$ cat config.mk
export PLATFORM = sky130hd
export DESIGN_NAME = mux_arbiter_flat
export DESIGN_NICKNAME = d
export VERILOG_FILES = /design/src/rtl/mux_arbiter_pkg.sv /design/src/rtl/mux_arbiter_if.sv /design/src/rtl/mux_arbiter_mux.sv /design/src/rtl/mux_arbiter.sv /design/src/flat_wrapper.sv
export SDC_FILE = /design/constraint.sdc
export NUM_CORES = 1
export LEC_CHECK = 0
export CORE_AREA = 2 2 39 41
export DETAILED_ROUTE_END_ITERATION = 8
export DIE_AREA = 0 0 41 43
export DONT_BUFFER_PORTS = 1
export GPL_TIMING_DRIVEN = 0
export HOLD_SLACK_MARGIN = 0.03
export SLEW_MARGIN = 10
export SYNTH_ARGS = -nofsm -noshare
export SYNTH_HDL_FRONTEND = slang
export SYNTH_HIERARCHICAL = 1
export SYNTH_SLANG_ARGS = --single-unit
$ cat constraint.sdc
create_clock -name clk -period 2 [get_ports clk]
set_clock_uncertainty 0.15 [all_clocks]
set_input_delay 0.6 -clock clk [delete_from_list [all_inputs] [get_ports clk]]
set_output_delay 0.6 -clock clk [all_outputs]
set_load 0.01 [all_outputs]
$ cat src/rtl/mux_arbiter_pkg.sv
// Shared types and constants for the two-requester mux arbiter.
package mux_arbiter_pkg;

  localparam int unsigned DATA_W = 4;
  localparam int unsigned CNT_W  = 4;

  typedef enum logic [1:0] {
    IDLE = 2'b00,
    GX   = 2'b01,
    GY   = 2'b10
  } state_t;

  typedef enum logic {
    SEL_X = 1'b0,
    SEL_Y = 1'b1
  } side_t;

  typedef logic [DATA_W-1:0] data_t;

  // Beat counter increment that sticks at all-ones.
  function automatic logic [CNT_W-1:0] sat_inc(input logic [CNT_W-1:0] v);
    return (v == '1) ? v : v + CNT_W'(1);
  endfunction

endpackage

$ cat src/rtl/mux_arbiter_if.sv
// Producer/consumer bundle around the arbiter; master = environment, slave = arbiter.
interface mux_arbiter_if;
  import mux_arbiter_pkg::*;

  logic  req_x;
  data_t x_data;
  logic  req_y;
  data_t y_data;
  logic  out_ready;
  logic  gnt_x;
  logic  gnt_y;
  logic  sel;
  data_t z_data;
  logic  z_valid;

  modport master (
    output req_x, x_data, req_y, y_data, out_ready,
    input  gnt_x, gnt_y, sel, z_data, z_valid
  );

  modport slave (
    input  req_x, x_data, req_y, y_data, out_ready,
    output gnt_x, gnt_y, sel, z_data, z_valid
  );

endinterface

$ cat src/rtl/mux_arbiter_mux.sv
// The lab's 4-bit 2:1 payload mux: sel=0 passes a (X), sel=1 passes b (Y).
module mux_arbiter_mux
  import mux_arbiter_pkg::*;
(
  input  data_t a,
  input  data_t b,
  input  logic  sel,
  output data_t y_c
);

  assign y_c = sel ? b : a;

endmodule

$ cat src/rtl/mux_arbiter.sv
// Round-robin owner of the shared X/Y mux with a registered valid/ready output stage.
// Define MUX_ARB_HOLD_LIMIT_EN to force a switch after HOLD_MAX beats when the other side waits.
module mux_arbiter
  import mux_arbiter_pkg::*;
#(
  parameter int unsigned HOLD_MAX = 4
)
(
  input  logic clk,
  input  logic rst,
  mux_arbiter_if.slave bus
);

  state_t state;
  side_t  last;
  data_t  z_data_q;
  logic   z_valid_q;
  data_t  mux_c;
  logic   own_req_c;
  logic   accept_c;
  logic   force_c;

  if ((HOLD_MAX < 1) || (HOLD_MAX > 15)) begin : g_bad_hold_max
    $error("mux_arbiter: HOLD_MAX must be within 1..15");
  end

  mux_arbiter_mux u_mux (
    .a   (bus.x_data),
    .b   (bus.y_data),
    .sel (bus.sel),
    .y_c (mux_c)
  );

  assign own_req_c = (state == GX) ? bus.req_x :
                     (state == GY) ? bus.req_y : 1'b0;
  assign accept_c  = own_req_c && (!z_valid_q || bus.out_ready);

`ifdef MUX_ARB_HOLD_LIMIT_EN
  localparam int unsigned CNT_X = CNT_W + 1;

  logic [CNT_W-1:0] hold_cnt;
  logic             other_req_c;

  assign other_req_c = (state == GX) ? bus.req_y : bus.req_x;
  assign force_c     = accept_c && other_req_c &&
                       ((CNT_X'(hold_cnt) + CNT_X'(1)) >= CNT_X'(HOLD_MAX));

  // Beats moved by the current owner; cleared whenever ownership ends.
  always_ff @(posedge clk or posedge rst) begin
    if (rst) begin
      hold_cnt <= '0;
    end else if (!own_req_c || force_c) begin
      hold_cnt <= '0;
    end else if (accept_c) begin
      hold_cnt <= sat_inc(hold_cnt);
    end
  end
`else
  assign force_c = 1'b0;
`endif

  // Ownership FSM and output register.
  always_ff @(posedge clk or posedge rst) begin
    if (rst) begin
      state     <= IDLE;
      last      <= SEL_Y;
      z_data_q  <= '0;
      z_valid_q <= 1'b0;
    end else begin
      if (accept_c) begin
        z_data_q  <= mux_c;
        z_valid_q <= 1'b1;
      end else if (bus.out_ready) begin
        z_valid_q <= 1'b0;
      end

      case (state)
        IDLE: begin
          if (bus.req_x && bus.req_y) begin
            state <= (last == SEL_Y) ? GX : GY;
          end else if (bus.req_x) begin
            state <= GX;
          end else if (bus.req_y) begin
            state <= GY;
          end
        end
        GX: begin
          if (!bus.req_x) begin
            last  <= SEL_X;
            state <= bus.req_y ? GY : IDLE;
          end else if (force_c) begin
            last  <= SEL_X;
            state <= GY;
          end
        end
        GY: begin
          if (!bus.req_y) begin
            last  <= SEL_Y;
            state <= bus.req_x ? GX : IDLE;
          end else if (force_c) begin
            last  <= SEL_Y;
            state <= GX;
          end
        end
        default: state <= IDLE;
      endcase
    end
  end

  // Grants and select decode straight from the state flops.
  assign bus.gnt_x   = (state == GX);
  assign bus.gnt_y   = (state == GY);
  assign bus.sel     = (state == GY);
  assign bus.z_data  = z_data_q;
  assign bus.z_valid = z_valid_q;

endmodule

$ cat src/flat_wrapper.sv
// flat-port wrapper written by rule: the top's interface ports become plain ports
module mux_arbiter_flat import mux_arbiter_pkg::*;
#(
  parameter int unsigned HOLD_MAX = 4
)
  (clk, rst, bus_req_x, bus_x_data, bus_req_y, bus_y_data, bus_out_ready, bus_gnt_x, bus_gnt_y, bus_sel, bus_z_data, bus_z_valid);
  mux_arbiter_if bus_i ();
  input  logic clk;
  input  logic rst;
  input wire logic [$bits(bus_i.req_x)-1:0] bus_req_x;
  input wire logic [$bits(bus_i.x_data)-1:0] bus_x_data;
  input wire logic [$bits(bus_i.req_y)-1:0] bus_req_y;
  input wire logic [$bits(bus_i.y_data)-1:0] bus_y_data;
  input wire logic [$bits(bus_i.out_ready)-1:0] bus_out_ready;
  output wire logic [$bits(bus_i.gnt_x)-1:0] bus_gnt_x;
  output wire logic [$bits(bus_i.gnt_y)-1:0] bus_gnt_y;
  output wire logic [$bits(bus_i.sel)-1:0] bus_sel;
  output wire logic [$bits(bus_i.z_data)-1:0] bus_z_data;
  output wire logic [$bits(bus_i.z_valid)-1:0] bus_z_valid;
  assign bus_i.req_x = bus_req_x;
  assign bus_i.x_data = bus_x_data;
  assign bus_i.req_y = bus_req_y;
  assign bus_i.y_data = bus_y_data;
  assign bus_i.out_ready = bus_out_ready;
  assign bus_gnt_x = bus_i.gnt_x;
  assign bus_gnt_y = bus_i.gnt_y;
  assign bus_sel = bus_i.sel;
  assign bus_z_data = bus_i.z_data;
  assign bus_z_valid = bus_i.z_valid;
  mux_arbiter #(.HOLD_MAX(HOLD_MAX)) u_core (.clk(clk), .rst(rst), .bus(bus_i));
endmodule
======== After elaboration in Yosys (flattened, before gate mapping) ========
Index checks and enable logic that the tools add are counted.
storage, ports and cells
  flip-flop bits (word level) ............. 8
  output and inout port bits .............. 8
cells by class
  eq/ne operators ......................... 5
  muxes and demuxes ....................... 17
  reduce and logical (&&, ||, !) cells .... 9
operators with widths
  kind                                                 count
  2-to-1 mux 2 bit                                     7
  2-to-1 mux 1 bit                                     7
  one-hot mux 2 bit (3 select lines)                   1
  AND reduction 3 bit                                  2
  2-to-1 mux 4 bit                                     1
  != test 2 bit, second input constant                 2
  != test 4 x 3 -> 1 bit, second input constant        1
  nonzero test 2 bit                                   2
  equality test 2 x 1 -> 1 bit, second input constant  1
  equality test 2 bit, second input constant           1
  logical AND 1 bit                                    2
  logical NOT 2 bit                                    1
  one-hot mux 1 bit (2 select lines)                   1
  logical NOT 1 bit                                    1
  logical OR 1 bit                                     1

======== Logic depth before layout (Yosys ltp) ========
Gate-level depths: netlist of the first run.
  word-level depth ........................ 5
  gate-level depth with buffers ........... 4

======== Modules after synthesis ========
The synthesis of the first run kept the hierarchy.
by module, submodules not included
  module           instances  cells an instance  area each (µm²)
  mux_arbiter      1          34                 426.7
  mux_arbiter_mux  1          4                  45.0

======== Least setup slack after synthesis of the first run ========
OpenSTA, ideal clock, no wires.
  path kind ............................... register -> output
  from .................................... register u_core.state[1]
  to ...................................... output port bus_sel
  data arrival time ....................... 1.095 ns
  path slack .............................. 0.155 ns
  cell stages (with the launch flop) ...... 4
  buffers on the path ..................... 1
  cell sequence ........................... dfrtp_1 > inv_1 > nor2_1 > buf_4
between the ends
  word-level cells in the longest chain between the ends .. 1
ends and longest elaborated chain
  element                 RTL line            text
  from (decl)             mux_arbiter.sv:14   state_t state;
  from (signal assigned)  mux_arbiter.sv:80   state <= (last == SEL_Y) ? GX : GY;
  from (signal assigned)  mux_arbiter.sv:90   state <= bus.req_y ? GY : IDLE;
  from (signal assigned)  mux_arbiter.sv:99   state <= bus.req_x ? GX : IDLE;
  equality test 2 bit     -
  to (decl)               flat_wrapper.sv:17  output wire logic [$bits(bus_i.sel)-1:0] bus_sel;
No other way between the ends.

======== Worst setup path in the final report of the first run ========
Same ends and word-level chain as after synthesis.

==> out/qor.yml, run 1 <==
outcome:
  outcome: "complete, no violations"
yosys:
  yosys.area.top_type: "dfrtp_1"
  yosysTopAreaCellShare_pct: 37.1
  ys_seq_area_share_pct: 42.7
  synth-simple-area-share_pct: 14.6
  synth_ff_type: "dfrtp_1"
  synth_fa_ha_area_share_pct: 0
  syn_area_per_cell_um2: 12.4
  synth_top_family_by_area: "multiplexers"
  synthTopCellsByArea: "dfrtp_1 (37%), mux2_4 (13%), mux2_2 (9.5%), nand3b_4 (8.5%), a2bb2oi_4 (5.6%)"
  synth_compound_area_share_pct: 13.3
  synth_edf_count: 0
  syn_nets: 51
  ys_types: 17
  syn_inst: 38
  ys_ff_latch: 8
  asyncSetResetFlopFracSynth_pct: 100
  synth_mux_area_share_pct: 22.3
  synth_area_um2: 472
  synth_xor_area_share_pct: 0
  synth_warnings: 6
  synth_common_cells: "dfrtp_1 (7), nor2_1 (5), inv_1 (4), mux2_2 (4), mux2_4 (4)"
  synth_most_common_cell: "dfrtp_1"
power:
  power_frac_clock_pct: 19.6
  pwr-share-seq_pct: 44.7
  internal_power_w: 0.000466
  p_leak_nw: 0.252
  p_sw_share_pct: 33.7
  ir_worst_vdd_v: 0.000468
  p_sw_w: 0.000237
  power_density_mw_per_mm2: 1320
  comb_power_share_pct: 35.6
worst_setup_path:
  arrival_ns: 1.15
  worstPathMaxFanout: 6
  reg2regPathDepth: 4
  endpoint_kind: "primary output"
  cp-startpoint: "u_core/state[1]"
  rrSetupSlack_ns: 0.38
  crit_type: "reg -> out"
  r2r_end: "u_core/bus.z_data[3]"
  required_ns: 1.25
  startpoint_type: "flop"
  r2r-start: "u_core/state[1]"
  worstSetupEndpoint: "bus_sel"
drt:
  drt_first_pass_iters: 2
  via_per_inst: 4.95
  wl_per_cell_um: 14.1
  vias: 292
  ant_nets: 0
  drc: 0
  drt-total-wl_um: 829
  drtIter0Drc: 4
clock_tree:
  cts_buffers: 3
  htreeDepth: 1
  clk_path_buf_depth: 2
  cts_root_buf: "clkbuf_4"
  cts_tree: "done"
  clkLatencyLatePin_ns: 0.25
  cts_hold_buf: 0
  clk_pin_slew_ns: 0.06
  cts_sinks: 8
floorplan:
  die_x_um: 41
  die-area_mm2: 0.00176
  rows: 14
  core_area_mm2: 0.00138
  io_pins: 21
  fp.dieH_um: 43
  start_util_pct: 34.1
layout:
  fin_nets: 57
  syn_to_final_growth_pct: 13.3
  antenna_cells: 0
  utilization_pct: 38.6
  finish.instance_area_um2: 534
  drive_gt1_share_pct: 46.5
global_routing:
  overflow: 0
  grt_pass1_wl_mm: 1.30
  grt_max_degree: 9
  grt_pass1_vias: 304
  track_usage_pct: 11.7
  antenna_found_initial: 0
timing:
  fin_setup_tns_ns: 0
  slew_viol_final: 0
  period_minus_slack_ns: 1.90
  worstMarginPinSlew_ns: 0.325
  hold_violations: 0
  rsz0062_at_grt: "no"
  fmax_mhz: 526
  post-route-period-util_pct: 95.1
  maxSlewHeadroom_pct: 78.3
  setup_violations: 0
placement:
  port_buffers: 0
  place_area_um2: 492
  gp_congestion: 0.697
  hpwlAfterDp_um: 616
min_path:
  hp-class: "in -> async"
flow_run:
  maxCapViolCount: 0
-- cells in the final DEF (no fill, tap or decap) --
master,count
a21oi_1,1
a2bb2oi_4,1
and2_1,1
buf_4,2
buf_6,1
clkbuf_1,1
clkbuf_4,3
dfrtp_1,6
dfrtp_2,1
dfstp_2,1
inv_1,4
mux2_2,4
mux2_4,4
nand2_1,1
nand3b_4,2
nor2_1,4
nor2_4,1
o211ai_1,1
o21a_1,1
o21ai_0,2
o22ai_1,1
-- registers in the layout, summed over array words and instances (netlist names) --
signal and count:
u_core/bus.z_data 4, u_core/state 2, u_core/bus.z_valid 1, u_core/last 1
-- cell type report --
cell class | count | area [um^2]
plain buffers | 2 | 18.8
clock buffers | 4 | 26.3
fillers | 146 | 850
inverters | 4 | 15.0
multi-input cells | 24 | 244
flip-flops and latches | 8 | 203
well taps | 16 | 20.0
repair buffers | 1 | 7.51
-- critical path, cell delays in order, from the launching register on --
cell	delay (ns)
dfrtp_2	0.42
inv_1	0.10
nor2_4	0.21
buf_4	0.17
-- what timing repair did --
item / in CTS / in global routing
resized for setup: 3 / 0
pin swaps: 0 / 1
buffers inserted: 0 / 1
setup endpoints to repair: 6 / 1
-- how the worst min path moves through the flow --
stage          startpoint              endpoint  slack (ns)  cells past startpoint
6_report              rst  u_core/bus.z_data[1]        0.03                      1
5_1_grt               rst  u_core/bus.z_data[0]        0.04                      1
4_1_cts               rst  u_core/bus.z_data[1]        0.03                      1
3_5_place_dp          rst  u_core/bus.z_data[1]        0.31                      1
3_3_place_gp          rst  u_core/bus.z_data[1]        0.31                      1
2_1_floorplan         rst  u_core/bus.z_data[0]        0.26                      1
-- power groups by stage --
stage / Sequential (W) / Combinational (W) / Clock, W
finish: 0.000314 / 0.000250 / 0.000138
global route: 0.000326 / 0.000273 / 0.000152
CTS: 0.000316 / 0.000247 / 0.000141
detailed placement: 0.000317 / 0.000237 / 0
global placement: 0.000315 / 0.000230 / 0
floorplan: 0.000303 / 0.000214 / 0
-- metal layers --
layer	vias up	track usage (%)	routed length, um	share of wire, %
met2	20	15.6	345	42
met4	0	6.00	8	0.97
met5	-	0	0	0
met1	132	13.4	375	45
li1	138	-	-	-
met3	2	8.38	100	12
-- metrics by stage --
step	worst slack [ns]	power (W)	hold WS, ns	std cells
finish	0.0974	0.000703	0.0283	59
global route	0.0195	0.000751	0.0357	59
CTS	0.0446	0.000704	0.0330	58
detailed placement	-0.0434	0.000553	0.310	54
global placement	-0.0311	0.000545	0.310	54
floorplan	0.155	0.000516	0.265	38
-- cell families after synthesis --
| group | count (synthesis) |
|---|---|
| multiplexers | 8 |
| AO/OA/AOI/OAI | 7 |
| AND/OR/NAND/NOR | 9 |
| buffers and inverters | 6 |
| flip-flops | 8 |
(Power assumes the default switching activity.)
==> run 2: changes to the inputs <==
==> constraint.sdc (replaced) <==
create_clock -name clk -period 2 [get_ports clk]
set_clock_uncertainty 0.15 [all_clocks]
set_input_delay 0 -clock clk [delete_from_list [all_inputs] [get_ports clk]]
set_output_delay 0 -clock clk [all_outputs]
set_load 0.01 [all_outputs]
==> run 2 against run 1 <==
Effect of this change: flip-flop and latch count stayed put; non-clock buffer count is 14 higher; via count is 19% higher; global-route usage is 2.7 points higher; count of clock-buffer cells in the layout stayed put; highest routed layer unchanged; setup slack better by 0.073 ns; critical endpoint is now u_core/bus.z_data[3]; sequential share of layout area is 7.9 points lower; largest power group unchanged; total power is 4.1% higher; critical path type is now reg -> reg; cell count is 24% higher; register-to-register slack worse by 0.21 ns; die area stayed put; routed wire length is 23% higher.
==> out/qor.yml, run 2 (synthesis gave the netlist of run 1 again) <==
global_routing:
  grt_pass1_wl_mm: 1.62  # +24%
  overflow: 0  # unchanged
  grt_pass1_vias: 379  # +25%
  track_usage_pct: 14.4  # +2.7 points
  grt_max_degree: 9  # unchanged
  antenna_found_initial: 0  # unchanged
timing:
  period_minus_slack_ns: 1.83  # -0.0731 ns
  slew_viol_final: 0  # unchanged
  fin_setup_tns_ns: 0  # unchanged
  fmax_mhz: 547  # +4.0%
  setup_violations: 0  # unchanged
  rsz0062_at_grt: "no"
  maxSlewHeadroom_pct: 75.4  # -2.9 points
  hold_violations: 0  # unchanged
  post-route-period-util_pct: 91.5  # -3.7 points
  worstMarginPinSlew_ns: 0.368  # +0.0434 ns
layout:
  finish.instance_area_um2: 671  # +26%
  drive_gt1_share_pct: 31.6  # -15 points
  antenna_cells: 0  # unchanged
  fin_nets: 71  # +25%
  final_common_cell: "dlygate4sd3_1"
  largest_reg_flops: 4  # unchanged
  utilization_pct: 48.5  # +9.9 points
  layout_common_cells: "dlygate4sd3_1 (15), dfrtp_1 (7)"
  syn_to_final_growth_pct: 42.2
floorplan:
  die-area_mm2: 0.00176  # unchanged
  core_area_mm2: 0.00138  # unchanged
  rows: 14  # unchanged
  fp.dieH_um: 43  # unchanged
  die_x_um: 41  # unchanged
  start_util_pct: 34.1  # unchanged
  io_pins: 21  # unchanged
power:
  internal_power_w: 0.000489  # +4.9%
  p_sw_share_pct: 33.2  # -0.46 points
  p_leak_nw: 0.311  # +24%
  power_frac_clock_pct: 18.9  # -0.7 points
  comb_power_share_pct: 38.2  # +2.6 points
  pwr-share-seq_pct: 42.9  # -1.8 points
  power_density_mw_per_mm2: 1090  # -17%
  ir_worst_vdd_v: 0.000465  # -0.66%
  p_sw_w: 0.000243  # +2.7%
  power_w: 0.000732  # +4.1%
min_path:
  hp-class: "in -> async"
outcome:
  outcome: "complete, no violations"
worst_setup_path:
  startpoint_type: "flop"
  cpLargestDelayFamily: "multiplexers"
  required_ns: 1.99  # +0.74 ns
  arrival_ns: 1.82  # +0.67 ns
  worstPathMaxFanout: 7  # +1
  endpoint_kind: "flop"
  slowest_stage: "dfrtp_1"
  cpPeakStageDelay_ns: 0.48  # +0.06 ns
  cp_num_buf_inv: 1  # -1
  crit_type: "reg -> reg"
  crit_chain: "inv_1 -> nor2_2 -> mux2_2 -> mux2_4"
clock_tree:
  clkLatencyLatePin_ns: 0.25  # about the same
  cts_tree: "done"
  cts_root_buf: "clkbuf_4"
  clk_pin_slew_ns: 0.06  # about the same
  cts_setup_buffers: 0  # unchanged
  htreeDepth: 1  # unchanged
  cts_sinks: 8  # unchanged
  cts_buffers: 3  # unchanged
  clk_path_buf_depth: 2  # unchanged
drt:
  wl_per_cell_um: 13.9  # -0.75%
  vias: 347  # +19%
  top_layer: "met4"
  wl_met1_um: 443  # +18%
  drtIter0Drc: 1  # -3
  drt-total-wl_mm: 1.02  # +23%
  ant_nets: 0  # unchanged
  drc: 0  # unchanged
  wl_met2_um: 465  # +35%
  drt_first_pass_iters: 4  # +2
  via_per_inst: 4.75  # -4.0%
  wl_met3_um: 101  # +1.0%
placement:
  gp_congestion: 0.697  # unchanged
  hpwlAfterDp_um: 616  # unchanged
  place_area_um2: 492  # unchanged
  port_buffers: 0  # unchanged
flow_run:
  maxCapViolCount: 0  # unchanged
[run 2: changes by cell type in the layout (fill, tap and decap cells not counted)]
| cell | previous run | this run |
|---|---|---|
| buf_4 | 2 | 1 |
| dfrtp_1 | 6 | 7 |
| dfrtp_2 | 1 | 0 |
| dlygate4sd3_1 | 0 | 15 |
| nor2_2 | 0 | 1 |
| nor2_4 | 1 | 0 |
[run 2: repair_timing]
item | in CTS | in global routing
hold endpoints to repair | 16 | 0
endpoints found under the setup margin | 4 | 0
resized for setup | 1 | 0
hold buffers | 15 | 0
[run 2: path summary, 6_finish.rpt]
kind	from	end	slack, ns	cells after the start
min reg2reg	u_core/last	u_core/last	0.34	2
max reg2reg	u_core/state[1]	u_core/bus.z_data[3]	0.17	4
max in group asynchronous	rst	u_core/state[0]	0.84	3
min	rst	u_core/last	0.09	2
min in group clk	u_core/last	u_core/last	0.34	2
max	u_core/state[1]	u_core/bus.z_data[3]	0.17	4
[run 2: layout make-up]
class,count,area [um^2]
repair buffers,15,150
multi-input cells,24,239
inverters,4,15.0
flip-flops and latches,8,201
well taps,16,20.0
clock buffers,4,26.3
fillers,135,713
plain buffers,2,18.8
[run 2: per-layer routing]
metal  global-route usage [%]  vias up
met1                     15.7      160
li1                         -      166
met5                        0        -
met4                     6.00        0
met2                     22.2       19
met3                     7.85        2
[run 2: stage by stage]
stage | hold slack [ns] | instances | worst slack, ns
6_report | 0.0886 | 73 | 0.171
3_5_place_dp | -0.290 | 54 | -0.00423
2_1_floorplan | -0.335 | 38 | 0.206
5_1_grt | 0.113 | 73 | 0.0757
3_3_place_gp | -0.290 | 54 | 0.0193
4_1_cts | 0.0670 | 73 | 0.149
[run 2: power groups by stage]
stage                     logic (W)  registers (W)  clock network, W
final                      0.000280       0.000314          0.000139
after global routing       0.000305       0.000328          0.000156
after CTS                  0.000281       0.000315          0.000141
after detailed placement   0.000237       0.000317                 0
after global placement     0.000230       0.000315                 0
after floorplan            0.000214       0.000303                 0
==> run 3: changes to the inputs <==
--- a/config.mk
+++ b/config.mk
@@ -5,6 +5,7 @@
 export SDC_FILE = /design/constraint.sdc
 export NUM_CORES = 1
 export LEC_CHECK = 0
+export ABC_AREA = 1
 export CORE_AREA = 2 2 39 41
 export DETAILED_ROUTE_END_ITERATION = 8
 export DIE_AREA = 0 0 41 43
==> run 3 against run 2 <==
Effect of this change: routed wire length increased by 7.5%; combinational power increased by 39%; critical path depth increased by 3; synthesized cell count increased by 82%; count of clock-buffer cells in the layout unchanged; sequential share of layout area increased by 0.75 points; critical path type unchanged.
==> out/qor.yml, run 3 <==
power:
  p_leak_nw: 0.368  # +18%
  ir_worst_vdd_v: 0.000572  # +23%
  power_density_mw_per_mm2: 1320  # +21%
  power_w: 0.000861  # +18%
layout:
  drive_gt1_share_pct: 15.1  # -16 points
  syn_to_final_growth_pct: 36.9
  largest_reg_flops: 4  # unchanged
  finish.instance_area_um2: 654  # -2.4%
  utilization_pct: 47.3  # -1.2 points
  fin_nets: 100  # +41%
  layout_common_cells: "nand2_1 (32), dlygate4sd3_1 (13), inv_1 (8), nand3_1 (7), dfrtp_1 (7)"
  final_common_cell: "nand2_1"
  antenna_cells: 0  # unchanged
clock_tree:
  cts_setup_buffers: 0  # unchanged
  cts_root_buf: "clkbuf_4"
  clk_path_buf_depth: 2  # unchanged
  cts_hold_buf: 13  # -2
  clkLatencyLatePin_ns: 0.25  # about the same
  cts_buffers: 3  # unchanged
  clk_pin_slew_ns: 0.06  # about the same
  cts_tree: "done"
  cts_resized: 0  # -1
  cts_sinks: 8  # unchanged
  htreeDepth: 1  # unchanged
worst_setup_path:
  crit_type: "reg -> reg"
  crit_chain: "inv_1 -> nor2_1 -> inv_2 -> nand2_1 -> nand2_1 -> nand3_1 -> nand2_1"
  worstPathMaxFanout: 8  # +1
  cp-startpoint: "u_core/state[1]"
  r2r-start: "u_core/state[1]"
  worstSetupEndpoint: "u_core/bus.z_data[2]"
  rrSetupSlack_ns: 0.32  # +0.15 ns
  cpLargestDelayFamily: "simple AND/OR/NAND/NOR gates"
  r2r_end: "u_core/bus.z_data[2]"
  required_ns: 2.00  # about the same
  reg2regPathDepth: 7  # +3
  startpoint_type: "flop"
  endpoint_kind: "flop"
  arrival_ns: 1.67  # -0.15 ns
  cpPeakStageDelay_ns: 0.52  # +0.04 ns
  cp_num_buf_inv: 2  # +1
  slowest_stage: "nor2_1"
  crit_cells: 7  # +3
  cpMostUsedCell: "nand2_1"
floorplan:
  fp.dieH_um: 43  # unchanged
  start_util_pct: 34.5  # +0.45 points
  rows: 14  # unchanged
  core_area_mm2: 0.00138  # unchanged
  die-area_mm2: 0.00176  # unchanged
  die_x_um: 41  # unchanged
  io_pins: 21  # unchanged
timing:
  setup_violations: 0  # unchanged
  hold_violations: 0  # unchanged
  hold_slack_ns: 0.0914  # +0.00281 ns
  maxSlewHeadroom_pct: 56.1  # -19 points
  rsz0062_at_grt: "no"
  worstMarginPinSlew_ns: 0.656  # +0.287 ns
  fmax_mhz: 597  # +9.2%
  period_minus_slack_ns: 1.68  # -0.154 ns
  fin_setup_tns_ns: 0  # unchanged
  post-route-period-util_pct: 83.8  # -7.7 points
  slew_viol_final: 0  # unchanged
drt:
  via_per_inst: 4.55  # -4.3%
  ant_nets: 0  # unchanged
  wl_per_cell_um: 10.7  # -23%
  vias: 464  # +34%
  drc: 0  # unchanged
  drt-total-wl_mm: 1.09  # +7.5%
  drtIter0Drc: 17  # +16
  drt_first_pass_iters: 4  # unchanged
yosys:
  syn_nets: 82  # +61%
  synth_common_cells: "nand2_1 (32), inv_1 (8), dfrtp_1 (7), nand3_1 (7), nor2_1 (4)"
  ys_ff_latch: 8  # unchanged
  yosys.area.top_type: "dfrtp_1"
  syn_area_per_cell_um2: 6.93  # -44%
  synthTopCellsByArea: "dfrtp_1 (37%), nand2_1 (25%), nand3_1 (7.3%), nand3_2 (6.3%), inv_1 (6.3%)"
  asyncSetResetFlopFracSynth_pct: 100  # unchanged
  syn_inst: 69  # +82%
  synth_edf_count: 0  # unchanged
  yosysTopAreaCellShare_pct: 36.6  # -0.49 points
  ys_seq_area_share_pct: 42.1  # -0.56 points
  ys_types: 11  # -6
  synth_warnings: 6  # unchanged
  synth_most_common_cell: "nand2_1"
  synth_ff_type: "dfrtp_1"
  synth_area_um2: 478  # +1.3%
global_routing:
  antenna_found_initial: 0  # unchanged
  overflow: 0  # unchanged
  grt_pass1_wl_mm: 1.77  # +9.4%
  grt_pass1_vias: 441  # +16%
  grt_max_degree: 9  # unchanged
  track_usage_pct: 14.9  # +0.45 points
placement:
  gp_congestion: 0.758  # +8.8%
  place_area_um2: 498  # +1.3%
  port_buffers: 0  # unchanged
  hpwlAfterDp_um: 784  # +27%
flow_run:
  maxCapViolCount: 0  # unchanged
outcome:
  outcome: "complete, no violations"
min_path:
  hp-class: "in -> async"
-- run 3: changes by cell type in the layout (fill, tap and decap cells not counted), moves of 2 or more --
cell and change:
nand3b_4 -2, nand3_1 +7, mux2_4 -4, inv_1 +4
nand3_2 +3, dlygate4sd3_1 -2, nand2_4 +2, inv_2 +3
nand2_1 +31, mux2_2 -4
-- run 3: kinds of logic (layout without fill, tap and decap cells) --
kind of cell           after synthesis  after routing  synth area share, %
AND/OR/NAND/NOR                     48             48                 46.6
AO/OA/AOI/OAI                        1              1                 1.05
buffers and inverters               12             29                 10.2
flip-flops                           8              8                 42.1
-- run 3: final cells by class --
type	count	area, um^2
Multi-Input combinational cell	49	228
Timing Repair Buffer	13	130
Inverter	11	41.3
Tap cell	16	20.0
Clock buffer	4	26.3
Fill cell	133	729
Buffer	1	7.51
Sequential cell	8	201
-- run 3: worst min path at each step --
stage                     startpoint                    to  slack (ns)  cells past startpoint
final                            rst           u_core/last        0.09                      2
after global routing             rst           u_core/last        0.08                      2
after CTS                        rst           u_core/last        0.09                      2
after detailed placement         rst    u_core/bus.z_valid       -0.29                      1
after global placement           rst    u_core/bus.z_valid       -0.30                      1
after floorplan                  rst  u_core/bus.z_data[0]       -0.34                      1
-- run 3: per-stage QoR --
stage	instances	setup WS (ns)
final	102	0.325
after global routing	102	0.161
after CTS	102	0.293
after detailed placement	85	0.295
after global placement	85	0.319
after floorplan	69	0.555
-- run 3: routing by layer --
metal	global-route usage (%)	share of wire (%)	vias up
met5	0	0	-
met4	6.00	0	0
met3	4.19	4.7	0
met2	24.1	50	18
met1	17.5	46	204
li1	-	-	242
-- run 3: where the power goes --
part / leakage (nW) / internal (W) / switching (W)
combinational: 0.254 / 0.000140 / 0.000249
clock: 0.0150 / 0.0000764 / 0.0000568
sequential: 0.0983 / 0.000248 / 0.0000915
total: 0.368 / 0.000464 / 0.000397
